`src/rtl/logic_unit_arbiter.sv`:
```
// -----------------------------------------------------------------------------
// logic_unit_arbiter
//
// Shares one bitwise logic unit (AND/OR/NAND/NOR/NOT/XOR/XNOR) among NUM_REQ
// requesters. A round-robin arbiter grants one request at a time. The operation
// is computed in a registered stage and returned with the winner's ID over a
// valid/ready response channel.
//
// Flow: IDLE (grant + latch) -> EXEC (compute + register) -> RESP (hold until
// taken). Minimum issue interval is 3 cycles.
//
// Parameters:
//   NUM_REQ  number of requesters (2..8)
//   WIDTH    operand/result width
//   ID_W     response ID width, $clog2(NUM_REQ)
//
// Ports:
//   clk         rising-edge clock
//   rst_n       synchronous active-low reset
//   req_valid   per-requester request valid
//   req_ready   per-requester accept (one-hot or zero, combinational in IDLE)
//   req_op      3-bit opcode per requester, requester i at [3i+2:3i]
//   req_a/b     WIDTH-bit operands per requester
//   resp_valid  result available (high in RESP)
//   resp_ready  consumer accepts result
//   resp_id     index of the requester owning the result
//   resp_data   result
//   resp_err    reserved opcode (7) was issued
//   busy        state is not IDLE
//   gnt_cnt     saturating count of grants (only with LOGIC_ARB_GNT_CNT_EN)
//
// Optional feature: define LOGIC_ARB_GNT_CNT_EN to add the gnt_cnt output.
// -----------------------------------------------------------------------------
module logic_unit_arbiter #(
    parameter  int NUM_REQ = 4,
    parameter  int WIDTH   = 8,
    localparam int ID_W    = $clog2(NUM_REQ)
) (
    input  logic                     clk,
    input  logic                     rst_n,
    input  logic [NUM_REQ-1:0]       req_valid,
    output logic [NUM_REQ-1:0]       req_ready,
    input  logic [3*NUM_REQ-1:0]     req_op,
    input  logic [WIDTH*NUM_REQ-1:0] req_a,
    input  logic [WIDTH*NUM_REQ-1:0] req_b,
    output logic                     resp_valid,
    input  logic                     resp_ready,
    output logic [ID_W-1:0]          resp_id,
    output logic [WIDTH-1:0]         resp_data,
    output logic                     resp_err,
    output logic                     busy
`ifdef LOGIC_ARB_GNT_CNT_EN
    ,
    output logic [15:0]              gnt_cnt
`endif
);

    typedef enum logic [1:0] {
        S_IDLE,
        S_EXEC,
        S_RESP
    } state_t;

    state_t             r_state;
    state_t             w_state_next;
    logic [ID_W-1:0]    r_rr_ptr;

    // Latched transaction.
    logic [2:0]         r_op;
    logic [WIDTH-1:0]   r_a;
    logic [WIDTH-1:0]   r_b;
    logic [ID_W-1:0]    r_id;

    // Registered response.
    logic [WIDTH-1:0]   r_resp_data;
    logic               r_resp_err;
    logic [ID_W-1:0]    r_resp_id;

    // Arbitration.
    logic               w_found;
    logic [ID_W-1:0]    w_winner;
    logic [ID_W-1:0]    w_idx;
    logic [ID_W-1:0]    w_winner_nxt;
    logic               w_accept;

    // Gate result.
    logic [WIDTH-1:0]   w_gate_data;
    logic               w_gate_err;

    // Per-requester views of the flattened request buses.
    logic [2:0]         w_op_arr [NUM_REQ];
    logic [WIDTH-1:0]   w_a_arr  [NUM_REQ];
    logic [WIDTH-1:0]   w_b_arr  [NUM_REQ];

    for (genvar gi = 0; gi < NUM_REQ; gi++) begin : g_unpack
        assign w_op_arr[gi] = req_op[3*gi +: 3];
        assign w_a_arr[gi]  = req_a[WIDTH*gi +: WIDTH];
        assign w_b_arr[gi]  = req_b[WIDTH*gi +: WIDTH];
    end

    // Round-robin search starting at r_rr_ptr; the first valid hit wins.
    // NOTE: combinational blocks use blocking '=' so later statements see the
    // updated value (w_found gates every later candidate in the loop).
    always_comb begin
        w_found  = 1'b0;
        w_winner = '0;
        w_idx    = '0;
        for (int k = 0; k < NUM_REQ; k++) begin
            w_idx = ID_W'((int'(r_rr_ptr) + k) % NUM_REQ);
            if (!w_found && req_valid[w_idx]) begin
                w_found  = 1'b1;
                w_winner = w_idx;
            end
        end
    end

    // Pointer moves to the requester just after the winner, wrapping at NUM_REQ
    // (which need not be a power of two).
    assign w_winner_nxt = (w_winner == ID_W'(NUM_REQ - 1)) ? '0 : w_winner + ID_W'(1);

    // Next-state and handshake decode.
    // NOTE: every output of this block gets a default first, so no path can
    // leave a signal unassigned and infer a latch.
    always_comb begin
        w_state_next = r_state;
        req_ready    = '0;
        w_accept     = 1'b0;
        unique case (r_state)
            S_IDLE: begin
                if (w_found) begin
                    req_ready[w_winner] = 1'b1;
                    w_accept            = 1'b1;
                    w_state_next        = S_EXEC;
                end
            end
            S_EXEC: begin
                w_state_next = S_RESP;
            end
            S_RESP: begin
                if (resp_ready) begin
                    w_state_next = S_IDLE;
                end
            end
            default: begin
                w_state_next = S_IDLE;
            end
        endcase
    end

    // Bitwise logic unit on the latched operands.
    always_comb begin
        w_gate_data = '0;
        w_gate_err  = 1'b0;
        unique case (r_op)
            3'd0:    w_gate_data = r_a & r_b;
            3'd1:    w_gate_data = r_a | r_b;
            3'd2:    w_gate_data = ~(r_a & r_b);
            3'd3:    w_gate_data = ~(r_a | r_b);
            3'd4:    w_gate_data = ~r_a;
            3'd5:    w_gate_data = r_a ^ r_b;
            3'd6:    w_gate_data = ~(r_a ^ r_b);
            default: w_gate_err  = 1'b1;
        endcase
    end

    // State, pointer, transaction and response registers.
    // NOTE: sequential blocks use non-blocking '<=' so all registers update
    // from the same pre-edge values, independent of statement order.
    always_ff @(posedge clk) begin
        if (!rst_n) begin
            r_state     <= S_IDLE;
            r_rr_ptr    <= '0;
            r_op        <= '0;
            r_a         <= '0;
            r_b         <= '0;
            r_id        <= '0;
            r_resp_data <= '0;
            r_resp_err  <= 1'b0;
            r_resp_id   <= '0;
        end else begin
            r_state <= w_state_next;
            if (w_accept) begin
                r_op     <= w_op_arr[w_winner];
                r_a      <= w_a_arr[w_winner];
                r_b      <= w_b_arr[w_winner];
                r_id     <= w_winner;
                r_rr_ptr <= w_winner_nxt;
            end
            if (r_state == S_EXEC) begin
                r_resp_data <= w_gate_data;
                r_resp_err  <= w_gate_err;
                r_resp_id   <= r_id;
            end
        end
    end

    assign resp_valid = (r_state == S_RESP);
    assign busy       = (r_state != S_IDLE);
    assign resp_data  = r_resp_data;
    assign resp_err   = r_resp_err;
    assign resp_id    = r_resp_id;

`ifdef LOGIC_ARB_GNT_CNT_EN
    logic [15:0] r_gnt_cnt;

    // Saturating grant counter; holds at all-ones instead of wrapping.
    always_ff @(posedge clk) begin
        if (!rst_n) begin
            r_gnt_cnt <= '0;
        end else if (w_accept && (r_gnt_cnt != 16'hFFFF)) begin
            r_gnt_cnt <= r_gnt_cnt + 16'd1;
        end
    end

    assign gnt_cnt = r_gnt_cnt;
`endif

endmodule

```
`config.mk`:
```
export PLATFORM = sky130hd
export DESIGN_NAME = logic_unit_arbiter
export DESIGN_NICKNAME = d
export VERILOG_FILES = /design/src/rtl/logic_unit_arbiter.sv
export SDC_FILE = /design/constraint.sdc
export NUM_CORES = 1
export LEC_CHECK = 0
export BUFFER_PORTS_ARGS = -buffer_cell sky130_fd_sc_hd__buf_2
export CORE_MARGIN = 2
export CORE_UTILIZATION = 25
export DETAILED_ROUTE_END_ITERATION = 16
export GPL_TIMING_DRIVEN = 0
export HOLD_SLACK_MARGIN = 0.08
export PLACE_DENSITY = 0.57
export SLEW_MARGIN = 20
export SYNTH_ARGS = -nofsm -noshare
export SYNTH_HDL_FRONTEND = slang
export SYNTH_SLANG_ARGS = --single-unit
```
`constraint.sdc`:
```
create_clock -name clk -period 1.9 [get_ports clk]
set_input_delay 0.19 -clock clk [delete_from_list [all_inputs] [get_ports clk]]
set_output_delay 0.19 -clock clk [all_outputs]
set_load 0.02 [all_outputs]
```
==> impl_results.md <==
* Number of flip-flops and latches in the synthesized netlist at 36
* Max cap viols at 0
* Cts bufs inserted at 5
* Number of buffers and inverters on the critical path at 4
* Mean cell area of the mapped netlist at 8.00 sq um
* DP Cell Count at 589
* Register clock-pin slew on the reported worst setup and hold paths at 0.07 ns
* Post-synthesis sequential area ratio at 0.257
* Core area at 10900 sq um
* Syn Nets at 450
* Power Density at between 800 and 900 nW/um^2
* Endpoint required time on the critical path at between 1.5 and 2 ns
* Worst setup path class: reg2out
* Leakage dissipation at about 1.7 nW
* Top cell type by total area after synthesis: sky130_fd_sc_hd__dfxtp_1
* Cell types with the largest area share after synthesis: sky130_fd_sc_hd__dfxtp_1 26%, sky130_fd_sc_hd__ha_1 7.6%, sky130_fd_sc_hd__mux2i_1 7.5%
* M1 wire length at roughly 3900 um
* Final worst path period share at 1.04
* Area share of the largest cell type after synthesis at 0.257
* Vias at 2830
* Status: complete, but fails checks
* Global-route wire length before repair at roughly 13000 um
* Num ports at 100
* Signed area change from the synthesized netlist to the final layout at 34.6%
* Total inserted antenna cells at 0
* All-layer global routing usage at 0.137
* Maximum level of the CTS H-tree at 2
* Maximum clock path buffer count at 2
* Violated checks: negative setup slack
* Highest Signal Layer: met4
* Iteration-0 DRC count of the detailed router at slightly below 90
* Final non-filler cell total at 606
* Std cell rows at 38
* CP Depth at 9
* DRC violations left at 0
* Final critical delay including setup and external delays at 1.98 ns
* Remaining global-route overflow at 0
* Number of warnings printed during yosys synthesis at 0
* Vertical die dimension at ~110 um
* Antenna Nets Post-Route at 0
* Highest fanout seen on the critical path at 5
* Min-Delay Path Class: in2reg
* Highest Clock Rate at a little over 500 MHz
* Share of cells above drive strength 1 at 0.333
* Kind of cell with the highest combined delay on the critical path: simple AND/OR/NAND/NOR gates
* Maximum number of pins on one net before global-route repair at 12
* Root buf cell: sky130_fd_sc_hd__clkbuf_8
* Final estimated routing congestion in global placement at 0.815
* CP max-delay cell: sky130_fd_sc_hd__dfxtp_4
* Nets at 565
* Area of the die at about 12000 sq um
* Library cell with the highest instance count after synthesis: sky130_fd_sc_hd__nand2_1
* Arrival time worst endpoint at 1.79 ns
* Top FF cell, synth: sky130_fd_sc_hd__dfxtp_1
* Total detailed-routing wirelength at about 8100 um
* Critical Path Source Type: register
* Final-report hold violation count at 0
* Cells along the critical path: nand2b_4, and4b_1, buf_6, nor2_8, buf_12, inv_6, ha_4, and2_4, buf_6
* Maximum cell stage delay along the critical path at between 0.3 and 0.4 ns
* Area of the mapped netlist at 2800 sq um
* Leading cell types by count after synthesis: 48 x sky130_fd_sc_hd__nand2_1, 36 x sky130_fd_sc_hd__dfxtp_1, 28 x sky130_fd_sc_hd__o21ai_0
* Detailed route wirelength on metal2 at 3630 um
* Final Slew Violations at 0
* CP endpoint kind: output port
* Antenna violations before repair at 0
* Setup total negative slack at -0.0784 ns
* Setup slack after layout at -0.0784 ns
* Cell repeated most along the worst path: sky130_fd_sc_hd__buf_6
* Synthesized instance count at between 300 and 400
* Initial DRT Pass Iterations at 4
* Maximum vdd drop at ~0.00035 V
* Hold path depth at 3
* Post-DP HPWL at 6330 um
* Unrepaired setup endpoints after global routing: yes
* Initial core utilization at 0.257
* Post-synth cell types at 50
* Per-cell routed wire length at 13.4 um
* FFs w/ async S/R, synth at 0
* Clock sink count at 36
* Clock skew at 0.00307 ns
* Post-synth EDFFs at 0
* Clk_lat worst skew at just under 0.3 ns
* Via count of the first global-routing pass at 2876
* Met3 WL at 479 um
* Number of port buffers at 99
* Width of the chip at 110 um
* Transition at the pin with the smallest max-transition slack at 0.625 ns
* Setup-violating endpoint count in the final report at 1
* TritonCTS clock tree: built
* Total of hold buffers inserted after clock tree synthesis at 0
* Normalized max-slew margin at 0.583
* Routed vias/inst at 4.67
* R2r worst-path depth at 8
-- routing by layer --
metal | vias up | global-route usage
met5 | - | 0
met4 | 0 | 0.0235
met3 | 9 | 0.0326
met2 | 73 | 0.227
met1 | 1278 | 0.182
li1 | 1470 | -
-- path summary, 6_finish.rpt --
path / from / to / slack [ns]
max: r_rr_ptr[0]$_SDFFE_PN0P_ / req_ready[3] / -0.08
min: req_b[29] / r_b[5]$_SDFFE_PN0P_ / 0.20
min reg2reg: resp_data[0]$_SDFFE_PN0N_ / resp_data[0]$_SDFFE_PN0N_ / 0.47
max reg2reg: r_rr_ptr[0]$_SDFFE_PN0P_ / r_b[7]$_SDFFE_PN0P_ / 0.08
-- registers in the layout, summed over array words and instances (netlist names) --
register	count
r_a	8
r_rr_ptr	2
r_state	2
resp_data	8
r_op	3
resp_id	2
resp_err	1
r_b	8
r_id	2
-- kinds of logic (layout without fill, tap and decap cells) --
family,after synthesis,in the layout,share of synthesized area
flops,36,36,0.257
simple gates,113,113,0.202
xor+xnor,8,8,0.0250
buf+inv,47,163,0.0831
fa+ha+maj,17,17,0.0760
mux,22,22,0.0791
compound gates,107,107,0.277
-- final cells by class --
class | count | area (sq um)
clock inverters | 2 | 10.0
flip-flops and latches | 36 | 724
clock buffers | 6 | 82.6
repair buffers | 110 | 588
fillers | 1157 | 7120
multi-input cells | 267 | 1940
plain buffers | 23 | 164
well taps | 140 | 175
inverters | 22 | 87.6
-- what timing repair did --
action	4_1_cts	5_1_grt
pin swaps	3	4
hold endpoints to repair	0	0
buffers inserted	4	6
endpoints found under the setup margin	17	20
gates resized for setup	13	22
cloned	0	1
-- worst min-delay path, stage by stage --
cell,delay (ns)
sky130_fd_sc_hd__buf_2,0.07
sky130_fd_sc_hd__mux2i_1,0.07
sky130_fd_sc_hd__o211ai_2,0.13
-- per-stage QoR --
stage	util	setup WS, ns	hold slack, ns	total power [mW]	cell area, sq um
after floorplan	-	0.161	0.360	2.02	2800
after global placement	0.319	-0.134	0.458	2.39	3470
after detailed placement	0.319	-0.121	0.459	2.42	3470
after CTS	0.336	-0.104	0.204	3.05	3660
after global routing	0.346	-0.145	0.214	3.36	3770
final	0.346	-0.0784	0.202	3.12	3770
-- placed cells by master, fill, tap and decap left out, drive strengths merged, types with 16 or more instances in the layout --
cell,instances
buf,123
a21o,18
clkbuf,16
nand2,48
o21ai,28
dfxtp,36
mux2i,21
o211ai,24
ha,17
nand3,21
inv,22
-- report_power, final --
| part | total [mW] | internal [mW] | switching, mW |
|---|---|---|---|
| clock | 0.571 | 0.289 | 0.281 |
| sequential | 1.00 | 0.888 | 0.115 |
| combinational | 1.55 | 0.707 | 0.840 |
| total | 3.12 | 1.88 | 1.24 |
(Power assumes the default switching activity.)
